[config.mk]
export PLATFORM = sky130hd
export DESIGN_NAME = mem_port_arbiter
export DESIGN_NICKNAME = d
export VERILOG_FILES = /design/src/rtl/mem_port_arbiter.sv
export SDC_FILE = /design/constraint.sdc
export NUM_CORES = 1
export LEC_CHECK = 0
export CAP_MARGIN = 40
export CORE_AREA = 2 2 121 123
export CTS_CLUSTER_DIAMETER = 60
export DETAILED_ROUTE_END_ITERATION = 8
export DIE_AREA = 0 0 123 125
export PLACE_DENSITY = 0.67
export SETUP_SLACK_MARGIN = 0.3
export SYNTH_ARGS = -nofsm -noshare
export SYNTH_HDL_FRONTEND = slang
export SYNTH_HIERARCHICAL = 1
export SYNTH_SLANG_ARGS = --single-unit
export TNS_END_PERCENT = 100
[constraint.sdc]
create_clock -name clk -period 2.74 [get_ports clk]
set_input_delay 0.411 -clock clk [delete_from_list [all_inputs] [get_ports clk]]
set_output_delay 0.411 -clock clk [all_outputs]
set_load 0.05 [all_outputs]
[src/rtl/mem_port_arbiter.sv]
// Two-master arbiter (M0 = CPU data, M1 = DMA/loader) in front of one simple_ram port.
// Define ARB_LOCK_EN to add m0_lock/m1_lock and the LOCKED ownership state.

module mem_port_arbiter_rsp #(
   parameter int DATA_W = 32
) (
   input  logic              clk,
   input  logic              rst_n,
   input  logic              rd_acc,
   input  logic [DATA_W-1:0] mem_rdata,
   output logic              rvalid,
   output logic [DATA_W-1:0] rdata
);
   always_ff @(posedge clk or negedge rst_n) begin
      if (!rst_n) begin
         rvalid <= 1'b0;
         rdata  <= '0;
      end else begin
         rvalid <= rd_acc;
         if (rd_acc) rdata <= mem_rdata;
      end
   end
endmodule

module mem_port_arbiter #(
   parameter int ADDR_W     = 32,
   parameter int DATA_W     = 32,
   parameter int RR_EN      = 1,
   parameter int STARVE_MAX = 4
) (
   input  logic                  clk,
   input  logic                  rst_n,
   input  logic                  m0_req,
   input  logic [ADDR_W-1:0]     m0_addr,
   input  logic [DATA_W-1:0]     m0_wdata,
   input  logic [DATA_W/8-1:0]   m0_wstrb,
   output logic                  m0_ready,
   output logic                  m0_rvalid,
   output logic [DATA_W-1:0]     m0_rdata,
   input  logic                  m1_req,
   input  logic [ADDR_W-1:0]     m1_addr,
   input  logic [DATA_W-1:0]     m1_wdata,
   input  logic [DATA_W/8-1:0]   m1_wstrb,
   output logic                  m1_ready,
   output logic                  m1_rvalid,
   output logic [DATA_W-1:0]     m1_rdata,
`ifdef ARB_LOCK_EN
   input  logic                  m0_lock,
   input  logic                  m1_lock,
`endif
   output logic [ADDR_W-1:0]     mem_addr,
   output logic [DATA_W-1:0]     mem_wdata,
   output logic [DATA_W/8-1:0]   mem_wenable,
   input  logic [DATA_W-1:0]     mem_rdata
);
   localparam int STRB_W = DATA_W / 8;
   localparam int CNT_W  = $clog2(STARVE_MAX + 1);
   localparam logic [CNT_W-1:0] CNT_MAX = CNT_W'(STARVE_MAX);

   typedef struct packed {
      logic              req;
      logic [ADDR_W-1:0] addr;
      logic [DATA_W-1:0] wdata;
      logic [STRB_W-1:0] wstrb;
   } port_req_t;

   typedef enum logic {ARB, LOCKED} state_t;

   port_req_t [1:0]        preq;
   logic [1:0]             gnt, arb_gnt, rd_acc, rvalid;
   logic [1:0][DATA_W-1:0] rdata;
   state_t                 state, state_nxt;
   logic                   last_grant;   // 0 = M0, 1 = M1
   logic [CNT_W-1:0]       starve_cnt;
   logic                   tie_m1;

   assign preq[0] = '{req: m0_req, addr: m0_addr, wdata: m0_wdata, wstrb: m0_wstrb};
   assign preq[1] = '{req: m1_req, addr: m1_addr, wdata: m1_wdata, wstrb: m1_wstrb};

`ifdef ARB_LOCK_EN
   logic [1:0] lock;
   logic       owner, owner_nxt;
   assign lock = {m1_lock, m0_lock};
`endif

   // Tie-break: round-robin favours whoever did not win last; fixed priority gives M1 a turn once starved.
   assign tie_m1 = (RR_EN != 0) ? !last_grant : (starve_cnt == CNT_MAX);

   always_comb begin
      arb_gnt = 2'b00;
      if (preq[0].req && preq[1].req) arb_gnt = tie_m1 ? 2'b10 : 2'b01;
      else                            arb_gnt = {preq[1].req, preq[0].req};
   end

   always_comb begin
      state_nxt = state;
      gnt       = '0;
`ifdef ARB_LOCK_EN
      owner_nxt = owner;
`endif
      if (rst_n) begin
         case (state)
            LOCKED: begin
`ifdef ARB_LOCK_EN
               // owner keeps the port while it asks; a dropped req is the release cycle
               if (preq[owner].req) gnt[owner] = 1'b1;
               else                 gnt = arb_gnt;
`else
               gnt = arb_gnt;
`endif
            end
            default: gnt = arb_gnt;
         endcase
`ifdef ARB_LOCK_EN
         state_nxt = (|(gnt & lock)) ? LOCKED : ARB;
         if (|gnt) owner_nxt = gnt[1];
`else
         state_nxt = ARB;
`endif
      end
   end

   always_comb begin
      mem_addr    = '0;
      mem_wdata   = '0;
      mem_wenable = '0;
      for (int i = 0; i < 2; i++) begin
         if (gnt[i]) begin
            mem_addr    = preq[i].addr;
            mem_wdata   = preq[i].wdata;
            mem_wenable = preq[i].wstrb;
         end
      end
   end

   always_ff @(posedge clk or negedge rst_n) begin
      if (!rst_n) begin
         state      <= ARB;
         last_grant <= 1'b1;
         starve_cnt <= '0;
      end else begin
         state <= state_nxt;
         if (|gnt) last_grant <= gnt[1];
         if (gnt[1])
            starve_cnt <= '0;
         else if (preq[1].req && state != LOCKED && starve_cnt != CNT_MAX)
            starve_cnt <= starve_cnt + 1'b1;
      end
   end

`ifdef ARB_LOCK_EN
   always_ff @(posedge clk or negedge rst_n) begin
      if (!rst_n) owner <= 1'b0;
      else        owner <= owner_nxt;
   end
`endif

   for (genvar g = 0; g < 2; g++) begin : g_rsp
      assign rd_acc[g] = gnt[g] && (preq[g].wstrb == '0);
      mem_port_arbiter_rsp #(.DATA_W(DATA_W)) u_rsp (
         .clk       (clk),
         .rst_n     (rst_n),
         .rd_acc    (rd_acc[g]),
         .mem_rdata (mem_rdata),
         .rvalid    (rvalid[g]),
         .rdata     (rdata[g])
      );
   end

   assign m0_ready  = gnt[0];
   assign m1_ready  = gnt[1];
   assign m0_rvalid = rvalid[0];
   assign m1_rvalid = rvalid[1];
   assign m0_rdata  = rdata[0];
   assign m1_rdata  = rdata[1];
endmodule

==> flow_summary.ini, run 1 <==
[final_layout]
drive_above_1_share_pct = 30.7
n_fill_cell = 1166
nets = 712
areaGrowthSynthToFinish_pct = 117
diodes = 0

[yosys]
ys.flop_type = dfrtp_1
ys_async_sr_fraction_pct = 100
synth_area_per_cell_um2 = 15.5
synthTopCellsByArea = dfrtp_1 (46%), mux2_4 (25%), a22o_1 (17%)
ys_ff_latch = 67
syn_inst = 232
synthTopCellsByCount = a22o_1 (68), dfrtp_1 (66), mux2_4 (60)
seq_area_frac_synth_pct = 46.6
synth_cell_types = 14
syn_nets = 404
yosysWarnings = 6
synth_area_um2 = 3600
synth_area_leader_cell = dfrtp_1
synth_top_area_share_pct = 45.9
synth-edff-count = 0
synth_most_common_cell = a22o_1

[sta]
hold_violations = 0
finalCriticalPeriod_ps = 2400
finalMaxSlewViolations = 0
period_share_pct = 87.5
finalSetupTns_ps = 0
worst_slack_ps = 342
worst_slew_pin_slew_ps = 858
timing.slew.headroom_pct = 42.8
fin_worst_skew_ps = 4.08
rsz0062_at_grt = no
setup_viol = 0
fmax_ghz = 0.417

[worst_setup_path]
worstSetupEndpointType = primary output
worstPathArrival_ps = 1990
slowest_stage = clkdlybuf4s50_1
crit_chain = clkdlybuf4s50_1 -> nand2_1 -> a21oi_4 -> buf_12 -> buf_16 -> a22o_1 -> buf_12
path_common_cell = buf_12
crit_path_start = m0_req
cp_data_required_time_ps = 2330
crit_buf_inv = 4
cp-start-kind = input port
critical_path_class = in2out
crit_fanout = 32
crit-reg2reg-launch = last_grant$_DFFE_PN1P_
path_delay_family = buffers and inverters
cpPeakStageDelay_ps = 550

[placed_design]
io_buffer_count = 307
gp_congestion = 0.945
place_ws_ps = 223
dp_hpwl_mm = 12.0

[clock_tree]
htreeDepth = 3
cts_buffer_depth = 2
clock_latency_ps = 320
clk_pin_slew_ps = 50
root_buffer = clkbuf_16
postCtsHoldBufs = 0
cts-buffers-inserted = 9
cts_sinks = 67
cts_tree = built

[routing]
drc_errors = 0
drt_wl_total_mm = 15.6
drtIter0Drc = 135
dr.pass1.iters = 4
num_vias = 3348
vias_per_cell = 4.60
wl_per_cell_um = 21.5
final_antenna_net_count = 0

[global_route]
grt_pass1_wl_mm = 22.4
antenna_found_initial = 0
grt_use_total_pct = 19.6
grt-ovfl-total = 0
grt_max_degree = 68
grt_pass1_vias = 3664

[power]
vdd_drop_max_mv = 0.250
p_per_area_nw_per_um2 = 625
leakagePower_nw = 3.32

[floorplan]
dieArea_um2 = 15400
std_cell_rows = 44
io_pins = 308
start_util_pct = 25.3
core-area_um2 = 14200
die_w_um = 123
fp.dieH_um = 125

[hold_path]
holdCritPathClass = in2async

[job]
drv_cap = 0

[run_status]
status = finished, final reports clean
## logic make-up (layout without fill, tap and decap cells)
group / count (synthesis) / count (layout) / share of synthesized area, %
muxes: 64 / 64 / 26.3
buffers and inverters: 23 / 335 / 8.45
DFF: 67 / 67 / 46.6
and+or+nand+nor: 7 / 7 / 1.08
AOI/OAI and AO/OA: 71 / 71 / 17.6
## placed cells by master (no fill, tap or decap), drive strengths merged
cell type,netlist,final
clkinv,0,1
a21oi,2,2
nor4,2,2
inv,1,1
bufinv,0,1
a22o,68,68
clkdlybuf4s50,0,235
mux2,64,64
buf,22,82
o21ai,1,1
dlymetal6s2s,0,1
clkbuf,0,14
and2,2,2
nand2,3,3
dfrtp,66,66
dfstp,1,1
## stage by stage
| step | instances | total power [mW] | utilization [%] | hold slack (ps) | instance area [um2] |
|---|---|---|---|---|---|
| 4_1_cts | 726 | 4.92 | 54.6 | 406 | 7760 |
| 6_report | 728 | 4.88 | 55.0 | 369 | 7810 |
| 2_1_floorplan | 232 | 2.62 | - | 115 | 3600 |
| 3_3_place_gp | 707 | 3.70 | 52.1 | 489 | 7400 |
| 5_1_grt | 728 | 5.06 | 55.0 | 448 | 7810 |
| 3_5_place_dp | 707 | 3.73 | 52.1 | 494 | 7400 |
## repair_timing
item	CTS	global route
pin swaps	0	0
setup endpoints to repair	64	64
resized for setup	2	1
cloned	2	1
buffers inserted	2	1
## where the power goes
part,switching [mW],leakage [nW],internal [mW]
Clock,0.390,0.146,0.747
Sequential,0.114,0.871,1.18
Combinational,1.33,2.30,1.12
## metal layers
metal / track usage (%) / share of wire [%] / vias to the layer above
li1: - / - / 1506
met1: 21.4 / 35 / 1632
met2: 35.7 / 54 / 183
met3: 5.25 / 7.7 / 27
met4: 7.09 / 3.1 / 0
met5: 0 / 0 / -
## registers in the layout, indices dropped and copies added (netlist names)
signal / cells
g_rsp.u_rsp/rvalid: 2
g_rsp.u_rsp/rdata: 64
last_grant: 1
## final timing paths
path / cells past startpoint / endpoint / slack, ps
min in group clk: 3 / last_grant$_DFFE_PN1P_ / 430
hold reg to reg: 1 / g_rsp[1].u_rsp/rdata[31]$_DFFE_PN0P_ / 510
max in group asynchronous: 2 / g_rsp[1].u_rsp/rdata[19]$_DFFE_PN0P_ / 1800
hold / removal: 2 / g_rsp[0].u_rsp/rdata[4]$_DFFE_PN0P_ / 370
setup reg to reg: 5 / g_rsp[1].u_rsp/rdata[31]$_DFFE_PN0P_ / 970
setup / recovery: 7 / mem_wdata[0] / 340
## final cells by class
class	instances	area (um2)	area share, %
inverters	1	3.75	0.0481
flip-flops and latches	67	1680	21.5
clock inverters	2	35.0	0.449
clock buffers	13	260	3.33
well taps	184	230	2.95
multi-input cells	142	1620	20.7
repair buffers	319	3980	51.0
Note: power is estimated with default switching activity, not from simulation.
==> run 2: changes to the inputs <==
--- a/config.mk
+++ b/config.mk
@@ -14,2 +14,3 @@
 export SETUP_SLACK_MARGIN = 0.3
+export SKIP_LAST_GASP = 1
 export SYNTH_ARGS = -nofsm -noshare
==> constraint.sdc (replaced) <==
create_clock -name clk -period 2.74 [get_ports clk]
set_input_delay 0.274 -clock clk [delete_from_list [all_inputs] [get_ports clk]]
set_output_delay 0.274 -clock clk [all_outputs]
set_load 0.05 [all_outputs]
==> run 2 against run 1 <==
Against the previous run:
- sequential share of layout area is 0.32 points higher
- global-route usage is 0.78 points lower
- total power about the same
- sequential power about the same
- clock skew increased by 2.6 ps
- via count decreased by 1.2%
- largest power group unchanged
==> flow_summary.ini, run 2 (synthesized netlist as in run 1, its figures left out) <==
[sta]
finalCriticalPeriod_ps = 2170
timing.slew.headroom_pct = 50.0
worst_slew_pin_slew_ps = 750
fmax_ghz = 0.460
period_share_pct = 79.3
holdWs_ps = 171
rsz0062_at_grt = no
setup_viol = 0
finalMaxSlewViolations = 0
hold_violations = 0
fin_worst_skew_ps = 6.68
finalSetupTns_ps = 0

[global_route]
antenna_found_initial = 1
grt-ovfl-total = 0
grt_use_total_pct = 18.8
grt_pass1_vias = 3632
grt_pass1_wl_mm = 21.3
grt_max_degree = 70

[placed_design]
gp_congestion = 0.885
io_buffer_count = 307
dp_hpwl_mm = 12.1
dp.cells = 708

[routing]
drt_wl_total_mm = 14.7
dr.pass1.iters = 5
num_vias = 3308
drtIter0Drc = 139
wl_per_cell_um = 20.3
drc_errors = 0
final_antenna_net_count = 0
vias_per_cell = 4.56

[final_layout]
areaGrowthSynthToFinish_pct = 114
nets = 708
drive_above_1_share_pct = 30.3
layout_commonest_cell = clkdlybuf4s50_1
top_register = g_rsp.u_rsp/rdata
n_fill_cell = 1217
largest_reg_flops = 64
instances_no_fill = 726
reg.largest.list = g_rsp.u_rsp/rdata x64, g_rsp.u_rsp/rvalid x2, last_grant x1
layout_common_cells = clkdlybuf4s50_1 (236), buf_12 (71), a22o_1 (68)

[clock_tree]
cts_sinks = 67
postCtsHoldBufs = 1
cts_buffer_depth = 2
cts-buffers-inserted = 9
htreeDepth = 3
post_cts_buffers = 0
clk_pin_slew_ps = 50
cts_tree = built
root_buffer = clkbuf_16
clock_latency_ps = 330
cts_resized = 0

[worst_setup_path]
worstSetupEndpointType = primary output
critical_path_class = in2out
crit_path_start = m1_req
crit_fanout = 33
cp_data_required_time_ps = 2470
crit_chain = clkdlybuf4s50_1 -> nand2_2 -> a21oi_4 -> buf_4 -> a22o_1 -> buf_12
slowest_stage = clkdlybuf4s50_1
cp-start-kind = input port
worstPathArrival_ps = 1900
crit-reg2reg-launch = last_grant$_DFFE_PN1P_
cpPeakStageDelay_ps = 550

[power]
vdd_drop_max_mv = 0.246
p_per_area_nw_per_um2 = 634
total_power_mw = 4.88
leakagePower_nw = 3.26

[floorplan]
start_util_pct = 25.3
core-area_um2 = 14200
fp.dieH_um = 125
dieArea_um2 = 15400
die_w_um = 123
io_pins = 308
std_cell_rows = 44

[run_status]
status = finished, final reports clean

[hold_path]
holdCritPathClass = in2async

[job]
drv_cap = 0
run 2: cell type report:
cell class / count / area (um2) / area share [%]
Tap cell: 184 / 230 / 2.99
Timing Repair Buffer: 315 / 3840 / 50.0
Inverter: 1 / 3.75 / 0.0488
Multi-Input combinational cell: 142 / 1620 / 21.1
Clock buffer: 13 / 270 / 3.51
Sequential cell: 67 / 1680 / 21.8
Antenna cell: 1 / 2.50 / 0.0325
Clock inverter: 3 / 45.0 / 0.585
run 2: metrics by stage:
step	utilization, %	instance area, um2	worst slack (ps)
CTS	54.1	7690	576
finish	54.2	7690	568
floorplan	-	3600	791
global placement	51.9	7370	609
detailed placement	51.9	7370	578
global route	54.2	7690	481
run 2: path summary, 6_finish.rpt:
kind / to / slack, ps / cells after the start
setup / recovery: mem_addr[31] / 570 / 6
hold / removal: g_rsp[0].u_rsp/rdata[8]$_DFFE_PN0P_ / 170 / 2
setup reg to reg: g_rsp[0].u_rsp/rdata[31]$_DFFE_PN0P_ / 970 / 5
hold reg to reg: g_rsp[0].u_rsp/rdata[31]$_DFFE_PN0P_ / 500 / 1
max in group asynchronous: g_rsp[1].u_rsp/rdata[4]$_DFFE_PN0P_ / 2010 / 2
min in group clk: last_grant$_DFFE_PN1P_ / 290 / 3
run 2: per-layer routing:
layer  vias to the layer above  share of wire, %  GRT usage, %  wire [um]
li1                       1500                 -             -          -
met1                      1619                35          19.7       5190
met2                       175                55          35.6       8130
met3                        14               7.9          5.52       1160
met4                         0               1.6          5.61        234
met5                         -                 0             0          0
run 2: worst max-delay path, delay by kind of cell:
kind / cells / cell delay, ps
buf+inv: 3 / 1050
simple gates: 1 / 100
compound gates: 2 / 450
run 2: where the power goes:
group	switching (mW)	internal (mW)
Clock	0.403	0.778
Combinational	1.31	1.10
Sequential	0.118	1.18
Total	1.83	3.05
==> run 3: changes to the inputs <==
CORE_AREA = 2 2 118 120   (was 2 2 121 123)
DIE_AREA = 0 0 120 122   (was 0 0 123 125)
PLACE_DENSITY = 0.73   (was 0.67)
clock period = 1.9 ns   (was 2.74 ns; I/O delays follow)
==> run 3 against run 2 <==
Against the previous run:
- the flow now finishes with violations (negative setup slack)
- critical endpoint is now mem_addr[5]
- register-to-register slack got worse by 900 ps
- total power is 45% higher
- critical path type is now reg2out
- largest power group unchanged
- final area is 6.7% higher
==> flow_summary.ini, run 3 (synthesized netlist as in run 1, its figures left out) <==
[run_status]
status = complete, but fails checks
violations = negative setup slack

[sta]
fin_worst_skew_ps = 5.99
finalCriticalPeriod_ps = 1920
holdWs_ps = 136
worst_slew_pin_slew_ps = 831
finalSetupTns_ps = -157
setup_viol = 20
rsz0062_at_grt = yes
finalMaxSlewViolations = 0
worst_slack_ps = -19.1
hold_violations = 0
period_share_pct = 101
fmax_ghz = 0.521
timing.slew.headroom_pct = 44.6

[global_route]
grt_pass1_vias = 3716
grt-ovfl-total = 0
grt_max_degree = 68
grt_use_total_pct = 20.0
antenna_found_initial = 0
grt_pass1_wl_mm = 22.0

[placed_design]
dpl_cell_area_um2 = 7620
dp_hpwl_mm = 11.7
dp.cells = 718
io_buffer_count = 307
gp_congestion = 0.834
place_ws_ps = -59.6

[power]
vdd_drop_max_mv = 0.449
total_power_mw = 7.06
p_per_area_nw_per_um2 = 859
leakagePower_nw = 3.79

[clock_tree]
cts_tree = built
htreeDepth = 3
cts_sinks = 67
cts_buffer_depth = 2
root_buffer = clkbuf_16
clock_latency_ps = 320
cts-buffers-inserted = 9
clk_pin_slew_ps = 60

[routing]
num_vias = 3416
vias_per_cell = 4.56
drt_wl_total_mm = 15.5
wl_per_cell_um = 20.7
final_antenna_net_count = 0
dr.pass1.iters = 6
drc_errors = 0
drtIter0Drc = 177

[worst_setup_path]
cpPeakStageDelay_ps = 530
critical_path_class = reg2out
crit_fanout = 35
rr_worst_depth = 7
cp_data_required_time_ps = 1710
cp-start-kind = register
crit_chain = buf_4 -> a21oi_4 -> buf_12 -> a22o_2 -> buf_12
path_common_cell = buf_12
worstPathArrival_ps = 1730
crit_path_start = last_grant$_DFFE_PN1P_
crit-reg2reg-launch = last_grant$_DFFE_PN1P_
slowest_stage = dfstp_2
worstSetupEndpointType = primary output

[floorplan]
core-area_um2 = 13500
fp.dieH_um = 122
std_cell_rows = 43
start_util_pct = 26.7
die_w_um = 120
io_pins = 308
dieArea_um2 = 14600

[final_layout]
diodes = 0
instances_no_fill = 749
final_util_pct = 60.8
final_cell_area_um2 = 8210
drive_above_1_share_pct = 46.0
areaGrowthSynthToFinish_pct = 128
reg.largest.list = g_rsp.u_rsp/rdata x64, g_rsp.u_rsp/rvalid x2, last_grant x1
largest_reg_flops = 64
nets = 737
top_register = g_rsp.u_rsp/rdata
layout_common_cells = clkdlybuf4s50_1 (169), buf_12 (77), dfrtp_1 (66)
layout_commonest_cell = clkdlybuf4s50_1

[job]
drv_cap = 0

[hold_path]
holdCritPathClass = in2async
[run 3: cell count changes in the layout (fill, tap and decap cells not counted), moves of 6 or more]
| cell | delta |
|---|---|
| buf_12 | +6 |
| a22o_4 | +6 |
| clkdlybuf4s50_1 | -67 |
| a22o_1 | -68 |
| buf_6 | +6 |
| dlygate4sd2_1 | +65 |
| buf_4 | +8 |
| a22o_2 | +62 |
[run 3: power breakdown]
group | internal [mW] | switching, mW | leakage (nW) | total, mW
clock | 1.14 | 0.599 | 0.148 | 1.74
sequential | 1.69 | 0.160 | 0.871 | 1.85
combinational | 1.52 | 1.94 | 2.77 | 3.46
[run 3: timing repair]
action | CTS | global route
gates cloned | 4 | 5
resized for setup | 77 | 13
pin swaps | 2 | 2
setup buffers | 5 | 2
setup endpoints to repair | 168 | 135
hold buffers | 0 | 0
[run 3: critical path: cells and delay by family, from the launching register on]
kind	cells	cell delay [ps]
buf+inv	3	450
compound gates	2	400
flops	1	530
[run 3: final timing paths]
check                                                  endpoint  slack, ps
max                                                 mem_addr[5]        -20
min                        g_rsp[0].u_rsp/rdata[10]$_DFFE_PN0P_        140
max reg2reg                 g_rsp[1].u_rsp/rdata[8]$_DFFE_PN0P_         70
min reg2reg                g_rsp[1].u_rsp/rdata[29]$_DFFE_PN0P_        500
max in group asynchronous       g_rsp[0].u_rsp/rvalid$_DFF_PN0_       1210
min in group clk                         last_grant$_DFFE_PN1P_        210
[run 3: layout make-up]
class | instances | area (um2)
clock buffers | 9 | 225
clock inverters | 6 | 88.8
repair buffers | 344 | 4240
multi-input cells | 142 | 1750
flip-flops and latches | 67 | 1680
well taps | 180 | 225
fillers | 1067 | 5290
inverters | 1 | 3.75
[run 3: per-layer routing]
metal,vias to the layer above,wire length [um],global-route usage (%)
li1,1562,-,-
met1,1657,5890,22.9
met2,173,8270,36.2
met3,24,878,4.35
met4,0,476,8.24
met5,-,0,0
